===== src/rtl/pipe_ctl_pkg.sv =====
// Shared types and constants for the pipeline interlock/flush controller.
// Imported by pipe_scoreboard and pipe_ctl.
package pipe_ctl_pkg;

    localparam int         SB_DEPTH_DEFAULT = 3;
    localparam logic [4:0] REG_ZERO         = 5'd0;

    typedef enum logic [1:0] {
        RUN   = 2'd0,
        STALL = 2'd1,
        FLUSH = 2'd2
    } pipe_state_t;

    typedef struct packed {
        logic       valid;
        logic [4:0] wreg;
    } sb_entry_t;

    // True when a pending write in this entry feeds the given source operand.
    function automatic logic entry_hits(input sb_entry_t  e,
                                        input logic       use_src,
                                        input logic [4:0] src);
        return e.valid && use_src && (e.wreg == src);
    endfunction

endpackage


===== src/rtl/pipe_scoreboard.sv =====
// Shift-register scoreboard of pending register writes in EX, MEM and WB,
// with per-stage squash and source-operand match logic.
module pipe_scoreboard
    import pipe_ctl_pkg::*;
#(
    parameter int DEPTH = SB_DEPTH_DEFAULT
) (
    input  logic             clk,
    input  logic             reset,
    input  sb_entry_t        push,
    input  logic [DEPTH-1:0] squash_mask,
    input  logic             use_rs,
    input  logic [4:0]       rs,
    input  logic             use_rt,
    input  logic [4:0]       rt,
    output logic             rs_hit,
    output logic             rt_hit
);

    sb_entry_t entries [DEPTH];

    // A set squash bit clears the value about to be loaded into that stage.
    always_ff @(posedge clk) begin
        if (reset) begin
            for (int i = 0; i < DEPTH; i++) begin
                entries[i] <= '0;
            end
        end else begin
            entries[0] <= squash_mask[0] ? '0 : push;
            for (int i = 1; i < DEPTH; i++) begin
                entries[i] <= squash_mask[i] ? '0 : entries[i-1];
            end
        end
    end

    always_comb begin
        rs_hit = 1'b0;
        rt_hit = 1'b0;
        for (int i = 0; i < DEPTH; i++) begin
            rs_hit = rs_hit | entry_hits(entries[i], use_rs, rs);
            rt_hit = rt_hit | entry_hits(entries[i], use_rt, rt);
        end
    end

endmodule


===== src/rtl/pipe_ctl.sv =====
// Interlock and flush controller for the five-stage MIPS pipeline (no forwarding).
// Define PIPE_CTL_STATS_EN to build the stall-cycle and flush counters.
module pipe_ctl
    import pipe_ctl_pkg::*;
#(
    parameter int SB_DEPTH = SB_DEPTH_DEFAULT
) (
    input  logic        clk,
    input  logic        reset,
    input  logic        id_valid,
    input  logic [4:0]  id_rs,
    input  logic [4:0]  id_rt,
    input  logic        id_use_rs,
    input  logic        id_use_rt,
    input  logic        id_regwrite,
    input  logic [4:0]  id_wrreg,
    input  logic        mem_branch_taken,
    output logic        pc_stall,
    output logic        ifid_stall,
    output logic        idex_bubble,
    output logic        flush_ifid,
    output logic        flush_idex,
    output logic        flush_exmem,
    output logic [31:0] stall_cycles,
    output logic [31:0] flush_count
);

    pipe_state_t         state;
    sb_entry_t           push;
    logic [SB_DEPTH-1:0] squash_mask;
    logic                rs_hit;
    logic                rt_hit;
    logic                hazard;
    logic                do_stall;
    logic                do_flush;

    pipe_scoreboard #(
        .DEPTH(SB_DEPTH)
    ) u_scoreboard (
        .clk        (clk),
        .reset      (reset),
        .push       (push),
        .squash_mask(squash_mask),
        .use_rs     (id_use_rs),
        .rs         (id_rs),
        .use_rt     (id_use_rt),
        .rt         (id_rt),
        .rs_hit     (rs_hit),
        .rt_hit     (rt_hit)
    );

    // Flush wins over stall; reset silences every control output.
    assign hazard   = id_valid && (state != FLUSH) && (rs_hit || rt_hit);
    assign do_flush = !reset && mem_branch_taken;
    assign do_stall = !reset && hazard && !mem_branch_taken;

    always_comb begin
        push = '0;
        if (!do_stall && !do_flush) begin
            push.valid = id_valid && id_regwrite && (id_wrreg != REG_ZERO);
            push.wreg  = id_wrreg;
        end
    end

    // On a flush the ID and EX instructions are squashed; MEM advances to WB.
    always_comb begin
        squash_mask = '0;
        if (do_flush) begin
            squash_mask = SB_DEPTH'(3);
        end
    end

    always_ff @(posedge clk) begin
        if (reset) begin
            state <= RUN;
        end else if (mem_branch_taken) begin
            state <= FLUSH;
        end else begin
            case (state)
                RUN:     state <= hazard ? STALL : RUN;
                STALL:   state <= hazard ? STALL : RUN;
                FLUSH:   state <= RUN;
                default: state <= RUN;
            endcase
        end
    end

    assign pc_stall    = do_stall;
    assign ifid_stall  = do_stall;
    assign idex_bubble = do_stall;
    assign flush_ifid  = do_flush;
    assign flush_idex  = do_flush;
    assign flush_exmem = do_flush;

`ifdef PIPE_CTL_STATS_EN
    logic [31:0] stall_cnt;
    logic [31:0] flush_cnt;

    always_ff @(posedge clk) begin
        if (reset) begin
            stall_cnt <= '0;
            flush_cnt <= '0;
        end else begin
            if (do_stall) begin
                stall_cnt <= stall_cnt + 32'd1;
            end
            if (mem_branch_taken) begin
                flush_cnt <= flush_cnt + 32'd1;
            end
        end
    end

    assign stall_cycles = stall_cnt;
    assign flush_count  = flush_cnt;
`else
    assign stall_cycles = '0;
    assign flush_count  = '0;
`endif

endmodule


===== config.mk =====
export PLATFORM = sky130hd
export DESIGN_NAME = pipe_ctl
export DESIGN_NICKNAME = d
export VERILOG_FILES = /design/src/rtl/pipe_ctl_pkg.sv /design/src/rtl/pipe_scoreboard.sv /design/src/rtl/pipe_ctl.sv
export SDC_FILE = /design/constraint.sdc
export NUM_CORES = 1
export LEC_CHECK = 0
export BUFFER_PORTS_ARGS = -buffer_cell sky130_fd_sc_hd__buf_2
export CAP_MARGIN = 20
export CELL_PAD_IN_SITES_DETAIL_PLACEMENT = 0
export CELL_PAD_IN_SITES_GLOBAL_PLACEMENT = 1
export CORE_ASPECT_RATIO = 1.25
export CORE_MARGIN = 3
export CORE_UTILIZATION = 32
export DETAILED_ROUTE_END_ITERATION = 8
export GPL_TIMING_DRIVEN = 0
export PLACE_DENSITY = 0.86
export SLEW_MARGIN = 20
export SYNTH_ARGS = -nofsm -noshare
export SYNTH_HDL_FRONTEND = slang
export SYNTH_SLANG_ARGS = --single-unit

===== constraint.sdc =====
create_clock -name clk -period 2.2 [get_ports clk]
set_input_delay 0 -clock clk [delete_from_list [all_inputs] [get_ports clk]]
set_output_delay 0 -clock clk [all_outputs]
set_load 0.005 [all_outputs]

* Word-level counts from Yosys, hierarchy flattened
Memories as Yosys holds them, arrays and structs flattened.
Cells that the tools add are included.
** Word-level totals
- Bits in registers :: 2
- Memory bits (writable) :: 18
- Bits of input ports :: 22
- Output and inout bits :: 70
- Logic and storage cells :: 62
- Memories kept :: 1
** Memories
- u_scoreboard.entries :: words 3, bits a word 6, rd ports 3, clocked after memory_dff 0, wr ports 3, line pipe_scoreboard.sv:20 : sb_entry_t entries [DEPTH];
** Cells by class
- Equal/unequal tests :: 8
- Muxes and demuxes :: 14
- Bitwise logic cells :: 8
- Reduce and logical (&&, ||, !) cells :: 29
** Operators with widths (number)
- two-way mux 6 bit :: 7
- == test 5 bit :: 6
- logical AND 1 bit :: 20
- bitwise OR 1 bit :: 7
- two-way mux 1 bit :: 5
- nonzero test 5 bit :: 1
- logical NOT 1 bit :: 4
- two-way mux 2 bit :: 2
- OR reduction 3 bit :: 1
- == test 2 x 1 -> 1 bit (second input constant) :: 1
- logical NOT 2 bit :: 1
- inequality test 2 bit (second input constant) :: 1
- OR reduction 2 bit :: 1
- logical OR 1 bit :: 1
- inverter 1 bit :: 1

* Logic depth before layout (Yosys ltp)
Gate-level depths: netlist (run 1).
An unclocked memory read counts as a cell.
- Depth in word-level cells :: 14
- Gate-level depth with buffers :: 7
- Depth with buffers taken out :: 5

* Cells and area by module
A second synthesis (run 1) with hierarchy kept.
** Second synthesis, totals
- Cells, all modules :: 174
- Area, all modules :: 1530.2 um^2
** By module, submodules not included
- pipe_scoreboard :: instances 1, cells an instance 83, area each 832.0 um^2, sequential area each 360.3 um^2
- pipe_ctl :: instances 1, cells an instance 91, area each 698.2 um^2, sequential area each 40.0 um^2

* Worst setup path before layout (run 1)
No wires, ideal clock.
- Kind :: flip-flop to output port
- Start point :: memory u_scoreboard.entries[0][3] (netlist bit)
- End point :: output port ifid_stall
- Arrival time :: 1.400 ns
- Required time :: 2.200 ns
- Path slack :: 0.800 ns
- Cell stages (with the launch flop) :: 8
- Path buffers :: 2
- Path through :: dfxtp_1 > xnor2_1 > nand4_1 > o22ai_1 > or3_1 > buf_6 > and3_1 > buf_4
** RTL lines
- from (decl) :: line pipe_scoreboard.sv:20
- to (decl) :: line pipe_ctl.sv:19 : output logic ifid_stall,

==> qor.csv, run 1 <==
metric,value,unit
Core ar.,4430,µm²
final hold slack,8.18,ps
Finished Layout Cells,327,
"commonest non-fill, non-tap cell in the layout",buf_4,
drt drc,0,
worst r2r path cells,6,
GR Overflow Total,0,
HPWL Detailed,2.44,mm
CTS Buf Count,3,
Area Overhead vs Synth,37.7,%
Cell Pwr Density,420,nW/µm²
Yosys top cell area share,0.344,
Die H,82.1,µm
fraction of layout cells with a size suffix above 1,0.375,
RSZ-0062 raised after global routing,no,
Post-synth top flop,dfxtp_1,
vias in the first global route,988,
buffers plus inverters on the worst setup path,3,
routed len/inst,8.39,µm
"Cell Chain, Critical Path","xnor2_1, nand4_1, o22ai_1, or3_1, buf_6, and3_1, buf_4, buf_2",
Setup TNS,0,ps
Post-Syn Instances,169,
placed cell count,317,
PortBufs,27,
hold buffers post-CTS,6,
RR Endpoint,u_scoreboard.entries[0][1]$_SDFF_PP0_,
"commonest non-fill, non-tap cells in the layout","68 x buf_4, 64 x conb_1, 30 x xnor2_1",
Yosys warning count,0,
Vias,1122,
"top cells by area, synth","buf_4 34%, dfxtp_1 27%, xnor2_1 18%",
final core occ,0.461,
I/O pin count,92,
width of the chip,66.9,µm
peak supply drop,0.206,mV
Worst Setup EP,ifid_stall,
final worst clock skew,4.02,ps
Hold Fails Final Rpt,0,
drt first pass iters,2,
first-pass GRT wire length,3.86,mm
"Avg Cell Area, Syn",8.77,µm²
CTS tree,done,
H-tree depth,1,
Met1 Wirelength,1.09,mm
DR top layer,met4,
Resized cells post-CTS,0,
Final GP Congestion,0.925,
"Req. time, crit path",2200,ps
Slew headroom,0.569,
R2R setup slack,650,ps
initial antenna violation count,0,
Worst path depth,8,
leak pwr,1.06,nW
Final nets,292,
critical path type,register to output port,
Final WS setup,291,ps
Final Max Tran Viols,0,
Worst Path Arrival,1910,ps
asr flop ratio synth,0,
post-route ant nets,0,
Total Die Area,5490,µm²
Starting Density,0.335,
Final min period,1910,ps
diode count,0,
Post-Syn Area,1480,µm²
number of synthesized flops with an enable pin,0,
register area share after synthesis,0.270,
clk buf depth,2,
GR Util All Layers,0.0926,
largest net degree at the start of global routing,12,
CP startpoint kind,register,
Unique masters post-synth,20,
Highest Clock Rate,524,MHz
Worst-path clk slew,70,ps
hold crit path type,input pin to register,
max cap viols,0,
largest stage delay on the critical path,410,ps
fin crit share,0.868,
FP Rows,27,
"area leader, netlist",buf_4,
Placement Setup Slack,576,ps
CP endpoint kind,output port,
actual slew at the worst max-slew pin,640,ps
worst r2r src,u_scoreboard.entries[0][14]$_SDFF_PP0_,
"CP delay by family, top",simple AND/OR/NAND/NOR gates,
"FF+latch count, synth",20,
vias per inst,3.43,
Initial DRC Count,29,
CP Max Fanout,8,
drt total wl,2.74,mm
"Setup Fix Bufs, Post-CTS",0,
Final Setup Violations,0,
worst skew pair latency,250,ps
root buf cell,clkbuf_8,
CTS Sinks,20,
DR WL met3,263,µm
Fill cells,455,
DR WL met2,1.30,mm
status,completed,
CP max stage cell,or3_1,
Crit. Startpoint,u_scoreboard.entries[0][14]$_SDFF_PP0_,
## Yosys cell counts (3+ instances only)
master	count
o22ai_1	3
xnor2_1	30
nor2b_1	8
dfxtp_1	20
inv_1	6
a211oi_1	5
and2_1	6
nand3_1	6
nand4_1	7
buf_4	68
## per-stage QoR
stage	total power [mW]	instance area, µm²
6_report	0.857	2040
3_3_place_gp	0.587	1930
3_5_place_dp	0.589	1930
4_1_cts	0.863	2040
5_1_grt	0.909	2040
2_1_floorplan	0.543	1720
## sequential cells by signal, summed over array words and instances, names as in the netlist
signal                cells
state                     2
u_scoreboard.entries     18
## cell type report
class	instances	area, µm²	area share
timing repair buffer	33	195	0.0956
buffer	69	522	0.256
sequential	20	400	0.196
tap	58	72.6	0.0355
multi-input combinational	137	774	0.379
inverter	6	22.5	0.0110
clock buffer	4	55.1	0.0270
## cell families (layout without fill, tap and decap cells)
| kind of cell | after synthesis | in the layout | synth area share |
|---|---|---|---|
| flops | 20 | 20 | 0.270 |
| simple gates | 32 | 32 | 0.131 |
| xor+xnor | 30 | 30 | 0.177 |
| compound gates | 11 | 11 | 0.0523 |
| other cells | 1 | 64 | 0.00253 |
| buf+inv | 75 | 112 | 0.367 |
## power breakdown
group	internal, mW	switching, mW	total [mW]
Sequential	0.370	0.00741	0.377
Combinational	0.129	0.0877	0.216
Clock	0.159	0.105	0.264
Total	0.657	0.200	0.857
## layer usage
layer  GRT usage  up-vias
met5           0        -
met4      0.0568        0
met3      0.0176        8
met1       0.100      438
li1            -      613
met2       0.165       63
## worst min path at each step
| stage | start | to | slack, ps | depth (start not counted) |
|---|---|---|---|---|
| after global routing | id_valid | u_scoreboard.entries[0][5]$_SDFF_PP0_ | 50 | 3 |
| after CTS | id_regwrite | u_scoreboard.entries[0][5]$_SDFF_PP0_ | 2 | 3 |
| after floorplan | reset | flush_exmem | 40 | 1 |
| after global placement | id_wrreg[3] | u_scoreboard.entries[0][3]$_SDFF_PP0_ | 240 | 3 |
| after detailed placement | id_wrreg[3] | u_scoreboard.entries[0][3]$_SDFF_PP0_ | 240 | 3 |
| final | id_regwrite | u_scoreboard.entries[0][5]$_SDFF_PP0_ | 8 | 3 |
## tightest hold or removal path, cell delays in order
cell       delay (ps)
buf_2              90
o2111ai_1          80
a21oi_1            40
Note: power is estimated with default switching activity, not from simulation.
==> run 2: changes to the inputs <==
- BUFFER_PORTS_ARGS: -buffer_cell sky130_fd_sc_hd__buf_2 -> default
- CORE_UTILIZATION: 32 -> 36
- DONT_BUFFER_PORTS: default -> 1
- PLACE_DENSITY: 0.86 -> 0.68
==> qor.csv, run 2 (synthesis results as in run 1) <==
metric,value,unit
"Req. time, crit path",2400,ps
Crit. Startpoint,u_scoreboard.entries[0][14]$_SDFF_PP0_,
GR Util All Layers,0.113,
PortBufs,0,
Highest Clock Rate,487,MHz
CTS tree,done,
RSZ-0062 raised after global routing,no,
CTS Buf Count,3,
Vias,1111,
Final min period,2060,ps
clk buf depth,2,
hold crit path type,input pin to output port,
"Cell Chain, Critical Path","xnor2_1, nand4_1, o22ai_1, or3_4, buf_6, a211oi_1, dlygate4sd3_1",
worst r2r path cells,7,
"commonest non-fill, non-tap cells in the layout","68 x buf_4, 64 x conb_1, 30 x xnor2_1",
Die H,77.8,µm
routed len/inst,9.43,µm
CP Max Fanout,8,
Final Max Tran Viols,0,
initial antenna violation count,0,
Slew headroom,0.496,
post-route ant nets,0,
Worst-path clk slew,70,ps
first-pass GRT wire length,4.40,mm
width of the chip,63.4,µm
final hold slack,53.5,ps
root buf cell,clkbuf_8,
placed cell areas,1790,µm²
Final Setup Violations,0,
HPWL Detailed,2.54,mm
largest net degree at the start of global routing,13,
drt first pass iters,3,
fraction of layout cells with a size suffix above 1,0.308,
final worst clock skew,4.33,ps
Final nets,273,
CTS Sinks,20,
drt total wl,2.87,mm
Worst path depth,7,
I/O pin count,92,
worst skew pair latency,250,ps
Core ar.,3880,µm²
overall power,0.927,mW
critical path type,register to register,
GR Overflow Total,0,
Regs by FF count,"u_scoreboard.entries: 18 flops, state: 2 flops",
"Setup Fix Bufs, Post-CTS",0,
"CP delay by family, top",buffers and inverters,
fin crit share,0.934,
Starting Density,0.382,
Hold Fails Final Rpt,0,
leak pwr,0.995,nW
status,completed,
Total Die Area,4930,µm²
actual slew at the worst max-slew pin,749,ps
drt drc,0,
peak supply drop,0.290,mV
R2R setup slack,140,ps
Placement Setup Slack,625,ps
max reg flops,18,
CP max stage cell,dlygate4sd3_1,
Final WS setup,145,ps
CP endpoint kind,register,
Area Overhead vs Synth,35.5,%
diode count,0,
Final GP Congestion,0.791,
post-route cell area,2010,µm²
CP startpoint kind,register,
vias in the first global route,1037,
vias per inst,3.65,
worst r2r src,u_scoreboard.entries[0][14]$_SDFF_PP0_,
Worst Setup EP,u_scoreboard.entries[0][1]$_SDFF_PP0_,
"commonest non-fill, non-tap cell in the layout",buf_4,
buffers plus inverters on the worst setup path,2,
largest stage delay on the critical path,560,ps
H-tree depth,1,
Setup TNS,0,ps
Worst Path Arrival,2260,ps
Biggest register,u_scoreboard.entries,
max cap viols,0,
RR Endpoint,u_scoreboard.entries[0][1]$_SDFF_PP0_,
Initial DRC Count,4,
Cell Pwr Density,461,nW/µm²
FP Rows,25,
run 2: through the flow:
step,util,cells
final,0.518,304
after global routing,0.518,304
after CTS,0.515,304
after detailed placement,0.461,286
after global placement,0.461,286
after floorplan,-,232
run 2: area by class of cell:
type | instances | area (µm²)
buffer | 69 | 522
multi-input combinational | 137 | 785
clock buffer | 3 | 41.3
inverter | 6 | 22.5
sequential | 20 | 402
timing repair buffer | 14 | 140
clock inverter | 1 | 30.0
fill | 394 | 1870
tap | 54 | 67.6
run 2: worst min path at each step:
stage | startpoint | cells after the start | endpoint
after floorplan | reset | 1 | flush_exmem
after global placement | reset | 1 | flush_exmem
after detailed placement | reset | 1 | flush_exmem
after CTS | reset | 1 | flush_exmem
after global routing | reset | 1 | flush_exmem
final | reset | 1 | flush_exmem
run 2: layer usage:
layer  track usage  share of wire  vias to the layer above
li1              -              -                      576
met1         0.101           0.31                      482
met2         0.228           0.58                       49
met3        0.0289          0.091                        4
met4        0.0518          0.016                        0
met5             0              0                        -
run 2: timing repair:
item                                   in CTS  in global routing
hold buffers                               14                  0
resized for setup                           0                  3
endpoints found under the hold margin      14                  0
setup endpoints to repair                   0                  3
run 2: where the power goes:
part	total (mW)	internal, mW	switching [mW]	leakage, nW
registers	0.378	0.370	0.00789	0.163
logic	0.195	0.122	0.0725	0.797
clock network	0.354	0.242	0.112	0.0357
total	0.927	0.735	0.192	0.995
